$ cat config.mk
export PLATFORM = sky130hd
export DESIGN_NAME = rand_output_buffer
export DESIGN_NICKNAME = d
export VERILOG_FILES = /design/src/rtl/rand_output_buffer.sv
export SDC_FILE = /design/constraint.sdc
export NUM_CORES = 2
export LEC_CHECK = 0
export ABC_AREA = 1
export CAP_MARGIN = 10
export CORE_MARGIN = 5
export CORE_UTILIZATION = 64
export DETAILED_ROUTE_END_ITERATION = 7
export DONT_BUFFER_PORTS = 1
export GPL_TIMING_DRIVEN = 1
export HOLD_SLACK_MARGIN = 0.15
export MAX_ROUTING_LAYER = met4
export PLACE_DENSITY_LB_ADDON = 0.12
export SLEW_MARGIN = 20
export SYNTH_ARGS = -nofsm -noshare
export SYNTH_HDL_FRONTEND = slang
export SYNTH_SLANG_ARGS = --single-unit
$ cat constraint.sdc
create_clock -name clk -period 3.1 [get_ports clk]
set_input_delay 0.465 -clock clk [delete_from_list [all_inputs] [get_ports clk]]
set_output_delay 0.465 -clock clk [all_outputs]
set_load 0.01 [all_outputs]
$ cat src/rtl/rand_output_buffer.sv
// Two-channel random output buffer: DRBG block FIFO and seed FIFO, each read out
// byte-serially (LSB first) to the CPU on request.

module rand_obuf_chan #(
    parameter int unsigned WORD_BITS = 128,
    parameter int unsigned DEPTH     = 4,
    parameter int unsigned LOW_WATER = 1,
    localparam int unsigned LW       = $clog2(DEPTH + 1),
    localparam int unsigned VW       = $clog2(DEPTH * (WORD_BITS / 8) + 1)
) (
    input  logic                 clk,
    input  logic                 rst,
    input  logic                 flush,
    input  logic [WORD_BITS-1:0] data,
    input  logic                 valid,
    output logic                 ready,
    input  logic                 take,
    output logic [7:0]           head_byte_c,
    output logic [VW-1:0]        avail_c,
    output logic [LW-1:0]        level,
    output logic                 low
);
    localparam int unsigned WB = WORD_BITS / 8;
    localparam int unsigned PW = $clog2(WB);
    localparam int unsigned AW = $clog2(DEPTH);

    logic [WORD_BITS-1:0] mem [DEPTH];
    logic [AW-1:0]        rd_ptr;
    logic [AW-1:0]        wr_ptr;
    logic [PW-1:0]        byte_ptr;
    logic [LW-1:0]        level_d;
    logic [WORD_BITS-1:0] head_word;
    logic                 push_c;
    logic                 pop_c;

    assign head_word   = mem[rd_ptr];
    assign head_byte_c = head_word[{byte_ptr, 3'b000} +: 8];
    assign avail_c     = VW'(level) * VW'(WB) - VW'(byte_ptr);

    // A word leaves the FIFO when its last byte is taken; flush blocks any push.
    assign push_c = valid && ready && !flush;
    assign pop_c  = take && (byte_ptr == PW'(WB - 1));

    always_comb begin
        level_d = level;
        if (flush) begin
            level_d = '0;
        end else if (push_c && !pop_c) begin
            level_d = level + LW'(1);
        end else if (pop_c && !push_c) begin
            level_d = level - LW'(1);
        end
    end

    // Storage and pointers; consumed or flushed words are scrubbed to zero.
    always_ff @(posedge clk) begin
        if (rst || flush) begin
            for (int i = 0; i < int'(DEPTH); i++) begin
                mem[i] <= '0;
            end
            rd_ptr   <= '0;
            wr_ptr   <= '0;
            byte_ptr <= '0;
        end else begin
            if (push_c) begin
                mem[wr_ptr] <= data;
                wr_ptr      <= wr_ptr + AW'(1);
            end
            if (take) begin
                byte_ptr <= pop_c ? '0 : byte_ptr + PW'(1);
            end
            if (pop_c) begin
                mem[rd_ptr] <= '0;
                rd_ptr      <= rd_ptr + AW'(1);
            end
        end
    end

    always_ff @(posedge clk) begin
        if (rst) begin
            level <= '0;
            ready <= 1'b1;
            low   <= 1'b1;
        end else begin
            level <= level_d;
            ready <= (32'(level_d) != DEPTH);
            low   <= (32'(level_d) <= LOW_WATER);
        end
    end
endmodule

module rand_output_buffer #(
    parameter int unsigned DRBG_BITS  = 128,
    parameter int unsigned SEED_BITS  = 256,
    parameter int unsigned DRBG_DEPTH = 4,
    parameter int unsigned SEED_DEPTH = 2,
    parameter int unsigned LOW_WATER  = 1
) (
    input  logic                                clk,
    input  logic                                rst,
    input  logic                                flush,
    input  logic [DRBG_BITS-1:0]                drbg_data_i,
    input  logic                                drbg_valid_i,
    output logic                                drbg_ready_o,
    input  logic [SEED_BITS-1:0]                seed_data_i,
    input  logic                                seed_valid_i,
    output logic                                seed_ready_o,
    input  logic                                rand_req,
    input  logic [1:0]                          rand_req_type,
    output logic [7:0]                          rand_byte,
    output logic                                rand_valid,
    output logic                                rand_err,
    output logic                                rand_busy,
    output logic [$clog2(DRBG_DEPTH+1)-1:0]     drbg_level_o,
    output logic [$clog2(SEED_DEPTH+1)-1:0]     seed_level_o,
    output logic                                drbg_low_o
);
    localparam int unsigned DVW = $clog2(DRBG_DEPTH * (DRBG_BITS / 8) + 1);
    localparam int unsigned SVW = $clog2(SEED_DEPTH * (SEED_BITS / 8) + 1);
    localparam int unsigned CW  = 3;

    localparam logic [0:0] S_IDLE  = 1'b0;
    localparam logic [0:0] S_SERVE = 1'b1;

    logic [0:0]     state;
    logic [0:0]     state_d;
    logic [CW-1:0]  cnt;
    logic [CW-1:0]  cnt_d;
    logic           sel_seed;
    logic           sel_seed_d;
    logic [7:0]     byte_d;
    logic           valid_d;
    logic           err_d;
    logic           busy_d;
    logic           take_drbg_c;
    logic           take_seed_c;
    logic [7:0]     drbg_byte_c;
    logic [7:0]     seed_byte_c;
    logic [DVW-1:0] drbg_avail_c;
    logic [SVW-1:0] seed_avail_c;
    logic [3:0]     need_c;
    logic           req_seed_c;
    logic           req_ok_c;
    logic           seed_low_unused;

    rand_obuf_chan #(
        .WORD_BITS (DRBG_BITS),
        .DEPTH     (DRBG_DEPTH),
        .LOW_WATER (LOW_WATER)
    ) u_drbg (
        .clk         (clk),
        .rst         (rst),
        .flush       (flush),
        .data        (drbg_data_i),
        .valid       (drbg_valid_i),
        .ready       (drbg_ready_o),
        .take        (take_drbg_c),
        .head_byte_c (drbg_byte_c),
        .avail_c     (drbg_avail_c),
        .level       (drbg_level_o),
        .low         (drbg_low_o)
    );

    rand_obuf_chan #(
        .WORD_BITS (SEED_BITS),
        .DEPTH     (SEED_DEPTH),
        .LOW_WATER (LOW_WATER)
    ) u_seed (
        .clk         (clk),
        .rst         (rst),
        .flush       (flush),
        .data        (seed_data_i),
        .valid       (seed_valid_i),
        .ready       (seed_ready_o),
        .take        (take_seed_c),
        .head_byte_c (seed_byte_c),
        .avail_c     (seed_avail_c),
        .level       (seed_level_o),
        .low         (seed_low_unused)
    );

    always_comb begin
        case (rand_req_type)
            2'b00:   need_c = 4'd2;
            2'b01:   need_c = 4'd4;
            default: need_c = 4'd8;
        endcase
    end

    assign req_seed_c = (rand_req_type == 2'b11);
    assign req_ok_c   = req_seed_c ? (32'(seed_avail_c) >= 32'(need_c))
                                   : (32'(drbg_avail_c) >= 32'(need_c));

    // Next state and next registered outputs; the first byte goes out on the accept edge.
    always_comb begin
        state_d     = state;
        cnt_d       = cnt;
        sel_seed_d  = sel_seed;
        byte_d      = 8'h00;
        valid_d     = 1'b0;
        err_d       = 1'b0;
        busy_d      = 1'b0;
        take_drbg_c = 1'b0;
        take_seed_c = 1'b0;
        case (state)
            S_IDLE: begin
                if (rand_req) begin
                    if (flush || !req_ok_c) begin
                        err_d = 1'b1;
                    end else begin
                        state_d     = S_SERVE;
                        sel_seed_d  = req_seed_c;
                        cnt_d       = CW'(need_c - 4'd1);
                        valid_d     = 1'b1;
                        busy_d      = 1'b1;
                        byte_d      = req_seed_c ? seed_byte_c : drbg_byte_c;
                        take_seed_c = req_seed_c;
                        take_drbg_c = !req_seed_c;
                    end
                end
            end
            default: begin
                if (flush) begin
                    state_d = S_IDLE;
                    err_d   = (cnt != '0);
                end else if (cnt != '0) begin
                    cnt_d       = cnt - CW'(1);
                    valid_d     = 1'b1;
                    busy_d      = 1'b1;
                    byte_d      = sel_seed ? seed_byte_c : drbg_byte_c;
                    take_seed_c = sel_seed;
                    take_drbg_c = !sel_seed;
                end else begin
                    state_d = S_IDLE;
                end
            end
        endcase
    end

    always_ff @(posedge clk) begin
        if (rst) begin
            state      <= S_IDLE;
            cnt        <= '0;
            sel_seed   <= 1'b0;
            rand_byte  <= 8'h00;
            rand_valid <= 1'b0;
            rand_err   <= 1'b0;
            rand_busy  <= 1'b0;
        end else begin
            state      <= state_d;
            cnt        <= cnt_d;
            sel_seed   <= sel_seed_d;
            rand_byte  <= byte_d;
            rand_valid <= valid_d;
            rand_err   <= err_d;
            rand_busy  <= busy_d;
        end
    end
endmodule

==> flow_metrics.tcl <==
set metrics [dict create \
    status "finished, final reports clean" \
    combPwrFrac_pct 7.0 \
    grt_pass1_vias 50580 \
    p_sw_share_pct 24.25 \
    irDropWorstVdd_mv 0.5347 \
    io_pins 411 \
    finalCritPeriodShare_pct 94.13 \
    power_frac_seq_pct 46.8 \
    coreArea_sq_um 83290 \
    syn_nets 8537 \
    seq_area_frac_synth_pct 39.85 \
    worstPathArrival_ns 3.50 \
    synth.avg_cell_area_sq_um 6.578 \
    grt_max_degree 182 \
    setup_viol 0 \
    synthXorXnorAreaFrac_pct 0.08193 \
    start_kind "flop" \
    worst_pin_slew_ns 0.9802 \
    worstPathRequired_ns 3.68 \
    fin_ws_ns 0.1821 \
    synth_warnings 0 \
    synth_compound_area_share_pct 22.47 \
    viasPerCell 5.891 \
    ys_types 41 \
    drt_wl_total_um 178800 \
    cts_inserted_buffers 112 \
    layout.nets 8555 \
    finalInstanceArea_sq_um 61750 \
    drt_iter0_markers 7771 \
    grt_remaining_overflow 0 \
    netlist_area_sq_um 53450 \
    rows 106 \
    fmax_ghz 0.3427 \
    hold_violations 0 \
    crit_path_end_kind "flop" \
    drive_above_1_share_pct 12.96 \
    place_ws_ns 0.2797 \
    syn_inst 8126 \
    finish.utilization_pct 74.14 \
    min_from "seed_data_i[2]" \
    clk_pin_slew_ns 0.06 \
    p_per_area_nw_per_um2 487.1 \
    final-max-slew-violation-count 0 \
    clkPwrFrac_pct 46.2 \
    start_util_pct 64.17 \
    drc 0 \
    synth_adder_area_share_pct 0.4448 \
    area_growth_syn_to_layout_pct 15.53 \
    worst-path-max-fanout 118 \
    power.leakage_nw 29.52 \
    dr.pass1.iters 6 \
    skew_ns 0.01740 \
    cts_htree_levels 3 \
    clock_path_buffers 3 \
    crit_start "u_seed.byte_ptr[0]" \
    place_area_sq_um 53960 \
    port_buffers 0 \
    die_w_um 299.0 \
    via_count 55060 \
    hold_path_class "in2reg" \
    hpwlAfterDp_um 101500 \
    dieArea_sq_um 89400 \
    ff2ff_path_depth 22 \
    clockRootBuffer "clkbuf_16" \
    grt_usage_pct 38.75 \
    maxCapViolCount 0 \
    muxShareOfSynthArea_pct 0 \
    crit_type "reg2reg" \
    r2r-start "u_seed.byte_ptr[0]" \
    wire_per_inst_um 19.13 \
    tns_ns 0 \
    place_congestion 0.8767 \
    finalNonFillerCells 9346 \
    clkLatencyLatePin_ns 0.69 \
    cts_sinks 1064 \
    die_h_um 299.0 \
    synth_top_family_by_area "compound AO/OA/AOI/OAI gates" \
    fin_crit_ns 2.918 \
    p_switching_mw 7.296 \
    ys_ff_latch 1064 \
    antenna_found_initial 27 \
    cts_tree "done" \
    maxSlewHeadroom_pct 34.65 \
    synth-simple-area-share_pct 19.08 \
    grt_pass1_wl_um 278300 \
    p_int_mw 22.79 \
    hold_depth 4 \
    fillers 6667 \
    place_inst 8723 \
    ant_nets 0 \
]
[power by group through the flow]
stage                     Sequential (mW)  Combinational, mW  Clock [mW]
after global routing                 14.1               2.28        14.6
after global placement               14.4               1.58           0
after CTS                            14.1               2.03        13.9
after detailed placement             14.4               1.59           0
after floorplan                      14.3               1.10           0
final                                14.1               2.11        13.9
[synthesized netlist by cell type, drive strengths merged]
cell,n,area (sq um)
o21ai,1426,7137
xor2,2,17.52
o311ai,2,17.52
o2111ai,6,52.55
a211oi,5,37.54
nand3,704,3546
and3,1,6.260
buf,192,1245
a31oi,15,93.84
xnor2,3,26.28
o221ai,3,26.28
clkbuf,451,1694
inv,1786,6704
nand2,1248,4705
nand4,37,231.5
a22o,1,8.760
clkinv,5,20.01
dfxtp,1064,21300
ha,19,237.7
a221oi,17,148.9
a41oi,3,26.28
a21oi,255,1276
o22ai,342,2140
o211ai,36,270.3
a21boi,103,773.2
nor3,133,665.6
nor2,267,1044
[repair_timing]
item                                    in CTS  in global routing
hold buffers                               385                  0
resized for setup                            0                 12
buffers inserted                             0                  1
hold endpoints to repair                   948                  0
endpoints found under the setup margin       0                171
[metrics by stage]
stage / power, mW / hold slack (ns)
2_1_floorplan: 15.44 / 0.4460
3_3_place_gp: 15.94 / 0.4666
3_5_place_dp: 15.96 / 0.4722
4_1_cts: 30.03 / 0.1502
5_1_grt: 30.96 / 0.1726
6_report: 30.08 / 0.1604
[critical path: stages, from the launching register on]
cell	delay (ns)
dfxtp_4	0.35
clkinv_2	0.09
ha_1	0.28
inv_1	0.05
ha_1	0.26
nand2_1	0.05
nand2_1	0.05
nand2_1	0.04
nand2_1	0.06
nand2_1	0.05
nand3_1	0.07
nand2_1	0.06
inv_2	0.06
nand2_2	0.05
nor2_2	0.09
nand3_1	0.09
nand2_2	0.08
nand2_2	0.08
inv_2	0.11
nand3_4	0.13
buf_16	0.25
nand2_1	0.23
inv_2	0.04
[sequential cells by signal, summed over array words and instances, names as in the netlist, 2 cells and up, named ones only]
signal / flops
u_drbg.mem: 512
cnt: 3
u_drbg.level: 3
u_drbg.rd_ptr: 2
u_seed.mem: 512
u_drbg.wr_ptr: 2
u_seed.byte_ptr: 5
rand_byte: 8
u_seed.level: 2
u_drbg.byte_ptr: 4
[path summary, 6_finish.rpt]
path,slack [ns],end
max reg2reg,0.18,u_seed.mem[1][44]
min,0.16,u_seed.mem[1][2]
max,0.18,u_seed.mem[1][44]
min reg2reg,0.48,sel_seed
[layout by cell type, fill, tap and decap left out, drive strengths merged, types with 27 or more instances in the layout]
master / instances
inv: 1789
dlygate4sd3: 384
nand2: 1248
o211ai: 36
nand3: 704
o21ai: 1426
clkbuf: 172
dfxtp: 1064
clkinv: 27
nor2: 267
a21oi: 255
buf: 161
diode: 32
a21boi: 103
o22ai: 342
nor3: 133
nand4: 37
[logic make-up after synthesis]
logic type | count (synthesis)
and+or+nand+nor | 2390
adders and majority gates | 19
buffers and inverters | 2434
DFF | 1064
xor gates and xnor gates | 5
AOI/OAI and AO/OA | 2214
[area by class of cell]
class | count | area [sq um] | share of cell area, %
repair buffers | 547 | 5846 | 9.466
well taps | 1080 | 1351 | 2.188
diodes | 32 | 80.08 | 0.1297
clock inverters | 33 | 395.4 | 0.6403
inverters | 1791 | 6736 | 10.91
flip-flops and latches | 1064 | 21320 | 34.52
clock buffers | 171 | 3388 | 5.487
multi-input cells | 4628 | 22640 | 36.66
[per-layer routing]
layer,vias up,GRT usage (%),part of all wire [%]
met4,0,14.55,4.0
met3,560,8.914,12
met2,3392,56.62,43
li1,25860,-,-
met5,-,-,0
met1,25250,52.62,40
Note: power is estimated with default switching activity, not from simulation.
